File: config.mk
export PLATFORM = sky130hd
export DESIGN_NAME = pipeline_stall_ctrl_flat
export DESIGN_NICKNAME = d
export VERILOG_FILES = /design/src/rtl/pipeline_stall_ctrl_pkg.sv /design/src/rtl/pipeline_stall_ctrl_if.sv /design/src/rtl/pipeline_stall_ctrl_perf.sv /design/src/rtl/pipeline_stall_ctrl.sv /design/src/flat_wrapper.sv
export SDC_FILE = /design/constraint.sdc
export NUM_CORES = 1
export LEC_CHECK = 0
export ABC_AREA = 1
export ABC_CLOCK_PERIOD_IN_PS = 2900
export CAP_MARGIN = 10
export CELL_PAD_IN_SITES_DETAIL_PLACEMENT = 1
export CELL_PAD_IN_SITES_GLOBAL_PLACEMENT = 2
export CORE_MARGIN = 5
export CORE_UTILIZATION = 30
export CTS_BUF_LIST = sky130_fd_sc_hd__clkbuf_8 sky130_fd_sc_hd__clkbuf_16
export CTS_CLUSTER_SIZE = 40
export DETAILED_ROUTE_END_ITERATION = 10
export PLACE_DENSITY_LB_ADDON = 0.3
export SLEW_MARGIN = 20
export SYNTH_ARGS = -nofsm -noshare
export SYNTH_HDL_FRONTEND = slang
export SYNTH_SLANG_ARGS = --single-unit
File: constraint.sdc
create_clock -name clk -period 2.9 [get_ports clk]
set_clock_uncertainty 0.05 [all_clocks]
set_input_delay 0.58 -clock clk [delete_from_list [all_inputs] [get_ports clk]]
set_output_delay 0.58 -clock clk [all_outputs]
set_load 0.005 [all_outputs]
File: src/rtl/pipeline_stall_ctrl_pkg.sv
// Shared types for the pipeline stall controller: stall causes, per-stage control word and its decode.
// Counter defaults are consumed only when STALL_PERF_CNT_EN is defined.
package pipeline_stall_ctrl_pkg;

   localparam int STALL_TIMEOUT_DEFAULT = 1024;
   localparam int CNT_W_DEFAULT         = 32;
   localparam int NUM_PERF              = 4;

   typedef enum logic [2:0] {
      SC_NONE,
      SC_DMISS,
      SC_FLUSH,
      SC_LOADUSE,
      SC_IMISS
   } stall_cause_e;

   typedef struct packed {
      logic pc_en;
      logic if_id_en;
      logic id_ex_en;
      logic ex_mem_en;
      logic mem_wb_en;
      logic if_id_bubble;
      logic id_ex_bubble;
      logic mem_wb_bubble;
   } stage_ctrl_t;

   localparam stage_ctrl_t CTRL_RUN     = stage_ctrl_t'(8'b11111_000);
   localparam stage_ctrl_t CTRL_DFRZ    = stage_ctrl_t'(8'b00001_001);
   localparam stage_ctrl_t CTRL_FLUSH   = stage_ctrl_t'(8'b11111_110);
   localparam stage_ctrl_t CTRL_LOADUSE = stage_ctrl_t'(8'b00111_010);
   localparam stage_ctrl_t CTRL_IFRZ    = stage_ctrl_t'(8'b01111_100);
   localparam stage_ctrl_t CTRL_RESET   = stage_ctrl_t'(8'b00000_111);

   function automatic stage_ctrl_t decode_cause(input stall_cause_e cause);
      stage_ctrl_t s;
      s = CTRL_RUN;
      case (cause)
         SC_DMISS:   s = CTRL_DFRZ;
         SC_FLUSH:   s = CTRL_FLUSH;
         SC_LOADUSE: s = CTRL_LOADUSE;
         SC_IMISS:   s = CTRL_IFRZ;
         default:    s = CTRL_RUN;
      endcase
      return s;
   endfunction

   // Flushes advance the pipeline, so only the three freeze causes feed the watchdog.
   function automatic logic is_stall(input stall_cause_e cause);
      return (cause == SC_DMISS) || (cause == SC_LOADUSE) || (cause == SC_IMISS);
   endfunction

endpackage

File: src/rtl/pipeline_stall_ctrl_if.sv
// Hazard/miss events in, per-stage enables and bubble strobes out.
// Perf counter outputs exist only when STALL_PERF_CNT_EN is defined.
interface pipeline_stall_ctrl_if
   import pipeline_stall_ctrl_pkg::*;
`ifdef STALL_PERF_CNT_EN
   #(parameter int CNT_W = CNT_W_DEFAULT)
`endif
   ();

   logic load_use_stall;
   logic branch_taken;
   logic icache_miss;
   logic icache_ready;
   logic dcache_miss;
   logic dcache_ready;

   logic pc_en;
   logic if_id_en;
   logic id_ex_en;
   logic ex_mem_en;
   logic mem_wb_en;
   logic if_id_bubble;
   logic id_ex_bubble;
   logic mem_wb_bubble;
   logic stall_timeout;

`ifdef STALL_PERF_CNT_EN
   logic [CNT_W-1:0] perf_dstall;
   logic [CNT_W-1:0] perf_istall;
   logic [CNT_W-1:0] perf_lu_stall;
   logic [CNT_W-1:0] perf_flush;

   modport master (
      output load_use_stall, branch_taken, icache_miss, icache_ready, dcache_miss, dcache_ready,
      input  pc_en, if_id_en, id_ex_en, ex_mem_en, mem_wb_en,
      input  if_id_bubble, id_ex_bubble, mem_wb_bubble, stall_timeout,
      input  perf_dstall, perf_istall, perf_lu_stall, perf_flush
   );
   modport slave (
      input  load_use_stall, branch_taken, icache_miss, icache_ready, dcache_miss, dcache_ready,
      output pc_en, if_id_en, id_ex_en, ex_mem_en, mem_wb_en,
      output if_id_bubble, id_ex_bubble, mem_wb_bubble, stall_timeout,
      output perf_dstall, perf_istall, perf_lu_stall, perf_flush
   );
`else
   modport master (
      output load_use_stall, branch_taken, icache_miss, icache_ready, dcache_miss, dcache_ready,
      input  pc_en, if_id_en, id_ex_en, ex_mem_en, mem_wb_en,
      input  if_id_bubble, id_ex_bubble, mem_wb_bubble, stall_timeout
   );
   modport slave (
      input  load_use_stall, branch_taken, icache_miss, icache_ready, dcache_miss, dcache_ready,
      output pc_en, if_id_en, id_ex_en, ex_mem_en, mem_wb_en,
      output if_id_bubble, id_ex_bubble, mem_wb_bubble, stall_timeout
   );
`endif

endinterface

File: src/rtl/pipeline_stall_ctrl_perf.sv
// Free-running wrap-around cycle counter for one stall cause.
// Compiled only when STALL_PERF_CNT_EN is defined.
`ifdef STALL_PERF_CNT_EN
module stall_perf_counter #(
   parameter int CNT_W = 32
) (
   input  logic             clk,
   input  logic             rst_n,
   input  logic             inc,
   output logic [CNT_W-1:0] count
);

   logic [CNT_W-1:0] count_reg;

   always_ff @(posedge clk or negedge rst_n) begin
      if (!rst_n) begin
         count_reg <= '0;
      end else if (inc) begin
         count_reg <= count_reg + CNT_W'(1);
      end
   end

   assign count = count_reg;

endmodule
`endif

File: src/rtl/pipeline_stall_ctrl.sv
// Resolves D$/I$ miss waits, branch flushes and load-use stalls into per-stage enables/bubbles
// with a sticky stall watchdog. Define STALL_PERF_CNT_EN to add per-cause cycle counters.
module pipeline_stall_ctrl
   import pipeline_stall_ctrl_pkg::*;
#(
   parameter int STALL_TIMEOUT = STALL_TIMEOUT_DEFAULT
`ifdef STALL_PERF_CNT_EN
   , parameter int CNT_W = CNT_W_DEFAULT
`endif
) (
   input logic                  clk,
   input logic                  rst_n,
   pipeline_stall_ctrl_if.slave bus
);

   localparam int SC_W = $clog2(STALL_TIMEOUT + 1);

   logic            d_wait_reg, d_wait_next;
   logic            i_wait_reg, i_wait_next;
   logic [SC_W-1:0] stall_cnt_reg, stall_cnt_next;
   logic            stall_timeout_reg, stall_timeout_next;
   logic            d_frz, i_frz;
   stall_cause_e    cause;
   stage_ctrl_t     ctrl;

   // A miss freezes in its pulse cycle; the ready cycle itself already runs.
   always_comb begin
      d_frz = bus.dcache_miss | (d_wait_reg & ~bus.dcache_ready);
      i_frz = bus.icache_miss | (i_wait_reg & ~bus.icache_ready);
      cause = SC_NONE;
      if (d_frz) begin
         cause = SC_DMISS;
      end else if (bus.branch_taken) begin
         cause = SC_FLUSH;
      end else if (bus.load_use_stall) begin
         cause = SC_LOADUSE;
      end else if (i_frz) begin
         cause = SC_IMISS;
      end
   end

   // A winning redirect abandons any outstanding fetch, so it drops i_wait as well.
   always_comb begin
      d_wait_next = bus.dcache_ready ? 1'b0 : (bus.dcache_miss | d_wait_reg);
      i_wait_next = (bus.icache_ready || (cause == SC_FLUSH)) ? 1'b0
                                                              : (bus.icache_miss | i_wait_reg);
      stall_cnt_next = '0;
      if (is_stall(cause)) begin
         if (stall_cnt_reg == SC_W'(STALL_TIMEOUT)) begin
            stall_cnt_next = stall_cnt_reg;
         end else begin
            stall_cnt_next = stall_cnt_reg + SC_W'(1);
         end
      end
      stall_timeout_next = stall_timeout_reg | (stall_cnt_next == SC_W'(STALL_TIMEOUT));
   end

   always_ff @(posedge clk or negedge rst_n) begin
      if (!rst_n) begin
         d_wait_reg        <= 1'b0;
         i_wait_reg        <= 1'b0;
         stall_cnt_reg     <= '0;
         stall_timeout_reg <= 1'b0;
      end else begin
         d_wait_reg        <= d_wait_next;
         i_wait_reg        <= i_wait_next;
         stall_cnt_reg     <= stall_cnt_next;
         stall_timeout_reg <= stall_timeout_next;
      end
   end

   // Reset forces every stage into hold-and-bubble regardless of the inputs.
   always_comb begin
      ctrl = CTRL_RESET;
      if (rst_n) begin
         ctrl = decode_cause(cause);
      end
   end

   assign bus.pc_en         = ctrl.pc_en;
   assign bus.if_id_en      = ctrl.if_id_en;
   assign bus.id_ex_en      = ctrl.id_ex_en;
   assign bus.ex_mem_en     = ctrl.ex_mem_en;
   assign bus.mem_wb_en     = ctrl.mem_wb_en;
   assign bus.if_id_bubble  = ctrl.if_id_bubble;
   assign bus.id_ex_bubble  = ctrl.id_ex_bubble;
   assign bus.mem_wb_bubble = ctrl.mem_wb_bubble;
   assign bus.stall_timeout = stall_timeout_reg;

`ifdef STALL_PERF_CNT_EN
   logic [CNT_W-1:0] perf_cnt [NUM_PERF];

   // Counter gi tracks cause gi+1 (DMISS, FLUSH, LOADUSE, IMISS).
   for (genvar gi = 0; gi < NUM_PERF; gi++) begin : g_perf
      stall_perf_counter #(.CNT_W(CNT_W)) u_cnt (
         .clk   (clk),
         .rst_n (rst_n),
         .inc   (cause == stall_cause_e'(3'(gi + 1))),
         .count (perf_cnt[gi])
      );
   end

   assign bus.perf_dstall   = perf_cnt[0];
   assign bus.perf_flush    = perf_cnt[1];
   assign bus.perf_lu_stall = perf_cnt[2];
   assign bus.perf_istall   = perf_cnt[3];
`endif

endmodule
File: src/flat_wrapper.sv
// flat-port wrapper written by rule: the top's interface ports become plain ports
module pipeline_stall_ctrl_flat import pipeline_stall_ctrl_pkg::*;
#(
   parameter int STALL_TIMEOUT = STALL_TIMEOUT_DEFAULT

)
  (clk, rst_n, bus_load_use_stall, bus_branch_taken, bus_icache_miss, bus_icache_ready, bus_dcache_miss, bus_dcache_ready, bus_pc_en, bus_if_id_en, bus_id_ex_en, bus_ex_mem_en, bus_mem_wb_en, bus_if_id_bubble, bus_id_ex_bubble, bus_mem_wb_bubble, bus_stall_timeout);
  pipeline_stall_ctrl_if bus_i ();
  input logic clk;
  input logic rst_n;
  input wire logic [$bits(bus_i.load_use_stall)-1:0] bus_load_use_stall;
  input wire logic [$bits(bus_i.branch_taken)-1:0] bus_branch_taken;
  input wire logic [$bits(bus_i.icache_miss)-1:0] bus_icache_miss;
  input wire logic [$bits(bus_i.icache_ready)-1:0] bus_icache_ready;
  input wire logic [$bits(bus_i.dcache_miss)-1:0] bus_dcache_miss;
  input wire logic [$bits(bus_i.dcache_ready)-1:0] bus_dcache_ready;
  output wire logic [$bits(bus_i.pc_en)-1:0] bus_pc_en;
  output wire logic [$bits(bus_i.if_id_en)-1:0] bus_if_id_en;
  output wire logic [$bits(bus_i.id_ex_en)-1:0] bus_id_ex_en;
  output wire logic [$bits(bus_i.ex_mem_en)-1:0] bus_ex_mem_en;
  output wire logic [$bits(bus_i.mem_wb_en)-1:0] bus_mem_wb_en;
  output wire logic [$bits(bus_i.if_id_bubble)-1:0] bus_if_id_bubble;
  output wire logic [$bits(bus_i.id_ex_bubble)-1:0] bus_id_ex_bubble;
  output wire logic [$bits(bus_i.mem_wb_bubble)-1:0] bus_mem_wb_bubble;
  output wire logic [$bits(bus_i.stall_timeout)-1:0] bus_stall_timeout;
  assign bus_i.load_use_stall = bus_load_use_stall;
  assign bus_i.branch_taken = bus_branch_taken;
  assign bus_i.icache_miss = bus_icache_miss;
  assign bus_i.icache_ready = bus_icache_ready;
  assign bus_i.dcache_miss = bus_dcache_miss;
  assign bus_i.dcache_ready = bus_dcache_ready;
  assign bus_pc_en = bus_i.pc_en;
  assign bus_if_id_en = bus_i.if_id_en;
  assign bus_id_ex_en = bus_i.id_ex_en;
  assign bus_ex_mem_en = bus_i.ex_mem_en;
  assign bus_mem_wb_en = bus_i.mem_wb_en;
  assign bus_if_id_bubble = bus_i.if_id_bubble;
  assign bus_id_ex_bubble = bus_i.id_ex_bubble;
  assign bus_mem_wb_bubble = bus_i.mem_wb_bubble;
  assign bus_stall_timeout = bus_i.stall_timeout;
  pipeline_stall_ctrl #(.STALL_TIMEOUT(STALL_TIMEOUT)) u_core (.clk(clk), .rst_n(rst_n), .bus(bus_i));
endmodule
==> results.txt <==
* Number of setup violations in the final report: 0
- Areal power density over the cells: 460 nW/um^2
- Height of the die: 67.0 um
* Count of maximum capacitance violations: 0
* Average detailed-routed wire length per instance: 10.8 um
- At the pin with the least slew margin, the transition time is 0.259 ns.
- Leading cell types in the layout, fill and taps excluded: sky130_fd_sc_hd__nand2_1, sky130_fd_sc_hd__inv_1, sky130_fd_sc_hd__nor2_1, sky130_fd_sc_hd__clkdlybuf4s50_1, sky130_fd_sc_hd__nand3_1
- The via count of the first global-routing pass came to 990.
- The number of antenna diodes in the final layout is 0.
* CP Capture Type: primary output
* Cells along the critical path: clkdlybuf4s50_1, o21ai_2, nor2_1, inv_1, nor2_1, clkdlybuf4s50_1
- Number of core rows: 20
* DP Worst Slack: 0.246 ns
- Global-route wire length before repair: 4100 um
* Clock tree sinks: 14
- Post-synthesis average cell area: 6.55 sq um
- Yosys warning total: 0
- Category of cells accounting for the largest share of critical-path delay: buffers and inverters
- Clock Pin Slew Worst Setup and Hold Paths: 0.05 ns
- Average via count per standard cell: 4.31
- In this run, synthesis produced a sequential element count of 14.
- The routed design could run at a clock period as short as 2.66 ns.
* Data required time at the worst endpoint: 2.27 ns
* Clock latency at the later pin of the worst-skew pair: 0.23 ns
- In the global route stage, overall resource usage came out at 0.120.
- In this run, the number of DRC markers left after iteration 0 of detailed routing was 22.
- Counting both buffers and inverters, the worst setup path holds a total of 3.
* Crit-path max cell delay: 0.50 ns
- Type of the most critical hold path: reg2reg
- Core ar.: 3080 sq um
- Final wirelength: 2270 um
* Setup repair bufs after CTS: 0
* Total standard cell area after synthesis: 976 sq um
* Data arrival time of the worst path: 2.03 ns
- Leading cell type in the layout, fill and taps excluded: sky130_fd_sc_hd__nand2_1
- DPL Wire Length: 1960 um
- Setup repair after global routing left no endpoint under its margin.
* Cells after synthesis: 149
* Max Transition Viols Final: 0
* Layout filler cell count: 404
* # H-tree levels: 1
- The flow ran to the end, and the final reports show no timing, DRC or antenna violations.
- TritonCTS built the clock tree.
- Critical path launch point type: input pin
- Critical path class: in2out
* Hold violation total from the final report: 0
- The number of hold buffers added after CTS was 0.
- Routability-driven placement finished with a final weighted congestion of 0.732.
- Buffers placed on the I/O ports in this run total 16.
- Starting density of the core: 0.317
* Final hold slack: 0.410 ns
- Registers take 350 sq um.
- Syn nets: 159
* I/O pin count: 17
- The first TritonRoute pass finished after 3 iterations.
* Number of nets in the layout: 179
- In the post-route analysis, the smallest setup slack over all paths is 0.244 ns.
- Overall die width: 67.0 um
* Number of antenna violations at the first check in global routing: 0
* Drc violations: 0
- Entering global routing, the biggest net connects 18 pins.
- Largest buffer count on any clock path: 2
- Via count: 909
- The floorplan step defined a die boundary enclosing 4490 sq um.
* Slowest cell on the critical path: sky130_fd_sc_hd__clkdlybuf4s50_1
- Achievable Freq: 0.376 GHz
* Root buf cell: sky130_fd_sc_hd__clkbuf_8
- Of all nets on the critical path, the largest fanout is 5.
- Max-slew headroom at the worst pin: 0.826
- Across the VDD grid, the largest voltage drop is 0.197 mV.
- Of the available clock period, the critical path in the final layout requires 0.916.
- The multi-input combinational cells in the finished layout cover a total of 468 sq um.
- Portion of the post-synthesis area used by sequential elements: 0.359
* Layout Area Growth over Synthesis: 25.5%
- CTS Buf Count: 3
- Total negative setup slack: 0 ns
- The register with the most flip-flops in the layout has 11 of them.
* Fraction of final layout cells with drive strength greater than 1: 0.0898
- GRT overflow: 0
* Leak Pwr: 0.702 nW
- Library cells used by synthesis: 20
- Resized Gates After CTS: 0
- Antenna viol nets, final: 0
-- synth_stat cells --
cell type | count | area share
sky130_fd_sc_hd__nand2_1 | 40 | 0.15
sky130_fd_sc_hd__inv_1 | 35 | 0.13
sky130_fd_sc_hd__nor2_1 | 18 | 0.069
sky130_fd_sc_hd__nand3_1 | 15 | 0.077
sky130_fd_sc_hd__dfrtp_1 | 14 | 0.36
sky130_fd_sc_hd__buf_4 | 3 | 0.023
sky130_fd_sc_hd__nand2_2 | 3 | 0.019
sky130_fd_sc_hd__a21oi_1 | 2 | 0.010
sky130_fd_sc_hd__ha_1 | 2 | 0.026
sky130_fd_sc_hd__nand3_2 | 2 | 0.021
sky130_fd_sc_hd__nand4_1 | 2 | 0.013
sky130_fd_sc_hd__nor2_2 | 2 | 0.013
sky130_fd_sc_hd__nor2_4 | 2 | 0.023
sky130_fd_sc_hd__o21ai_0 | 2 | 0.010
sky130_fd_sc_hd__xor2_1 | 2 | 0.018
sky130_fd_sc_hd__clkinv_1 | 1 | 0.0038
sky130_fd_sc_hd__nor3_1 | 1 | 0.0051
sky130_fd_sc_hd__o211ai_1 | 1 | 0.0077
sky130_fd_sc_hd__o21ai_1 | 1 | 0.0051
sky130_fd_sc_hd__o21ai_2 | 1 | 0.0090
-- worst paths after layout --
| path | start | endpoint | slack (ns) | cells after the start |
|---|---|---|---|---|
| worst max-delay path | bus_dcache_ready | bus_if_id_en | 0.24 | 6 |
| worst min-delay path | u_core.bus.stall_timeout$_DFF_PN0_ | u_core.bus.stall_timeout$_DFF_PN0_ | 0.41 | 2 |
| worst max register to register | u_core.stall_cnt_reg[0]$_DFF_PN0_ | u_core.bus.stall_timeout$_DFF_PN0_ | 1.24 | 9 |
| worst min register to register | u_core.bus.stall_timeout$_DFF_PN0_ | u_core.bus.stall_timeout$_DFF_PN0_ | 0.41 | 2 |
| max in group asynchronous | rst_n | u_core.bus.stall_timeout$_DFF_PN0_ | 1.97 | 2 |
| min in group asynchronous | rst_n | u_core.i_wait_reg$_DFF_PN0_ | 0.65 | 2 |
-- area by class of cell --
type / instances / area share
repair buffers: 18 / 0.143
flip-flops and latches: 14 / 0.286
well taps: 44 / 0.0449
multi-input cells: 96 / 0.382
inverters: 36 / 0.110
clock buffers: 3 / 0.0337
-- cell families after synthesis --
kind of cell	count (synthesis)	synth area share
compound gates	7	0.0423
simple gates	85	0.394
xor+xnor	2	0.0180
flops	14	0.359
buf+inv	39	0.162
fa+ha+maj	2	0.0256
-- layer usage --
layer / global-route usage / up-vias / share of wire
li1: - / 476 / -
met2: 0.207 / 15 / 0.50
met4: 0.0532 / 0 / 0.0084
met3: 0.0253 / 2 / 0.035
met5: 0 / - / 0
met1: 0.140 / 416 / 0.46
-- worst reg2reg max path: cells and delay by family, from the launching register on --
kind / cells / cell delay, ns
xor+xnor: 1 / 0.18
fa+ha+maj: 1 / 0.25
flops: 1 / 0.43
simple gates: 7 / 0.62
-- power breakdown --
| group | internal, mW | switching, mW | total (mW) |
|---|---|---|---|
| Clock | 0.0914 | 0.0588 | 0.150 |
| Combinational | 0.0696 | 0.0979 | 0.167 |
| Sequential | 0.217 | 0.0297 | 0.246 |
| Total | 0.378 | 0.186 | 0.564 |
-- metrics by stage --
stage | cells | power (mW) | instance area [sq um] | util
after floorplan | 149 | 0.359 | 976 | -
after global placement | 208 | 0.415 | 1180 | 0.385
after detailed placement | 208 | 0.420 | 1180 | 0.385
after CTS | 211 | 0.578 | 1220 | 0.398
after global routing | 211 | 0.621 | 1220 | 0.398
final | 211 | 0.564 | 1220 | 0.398
Note: power is estimated with default switching activity, not from simulation.
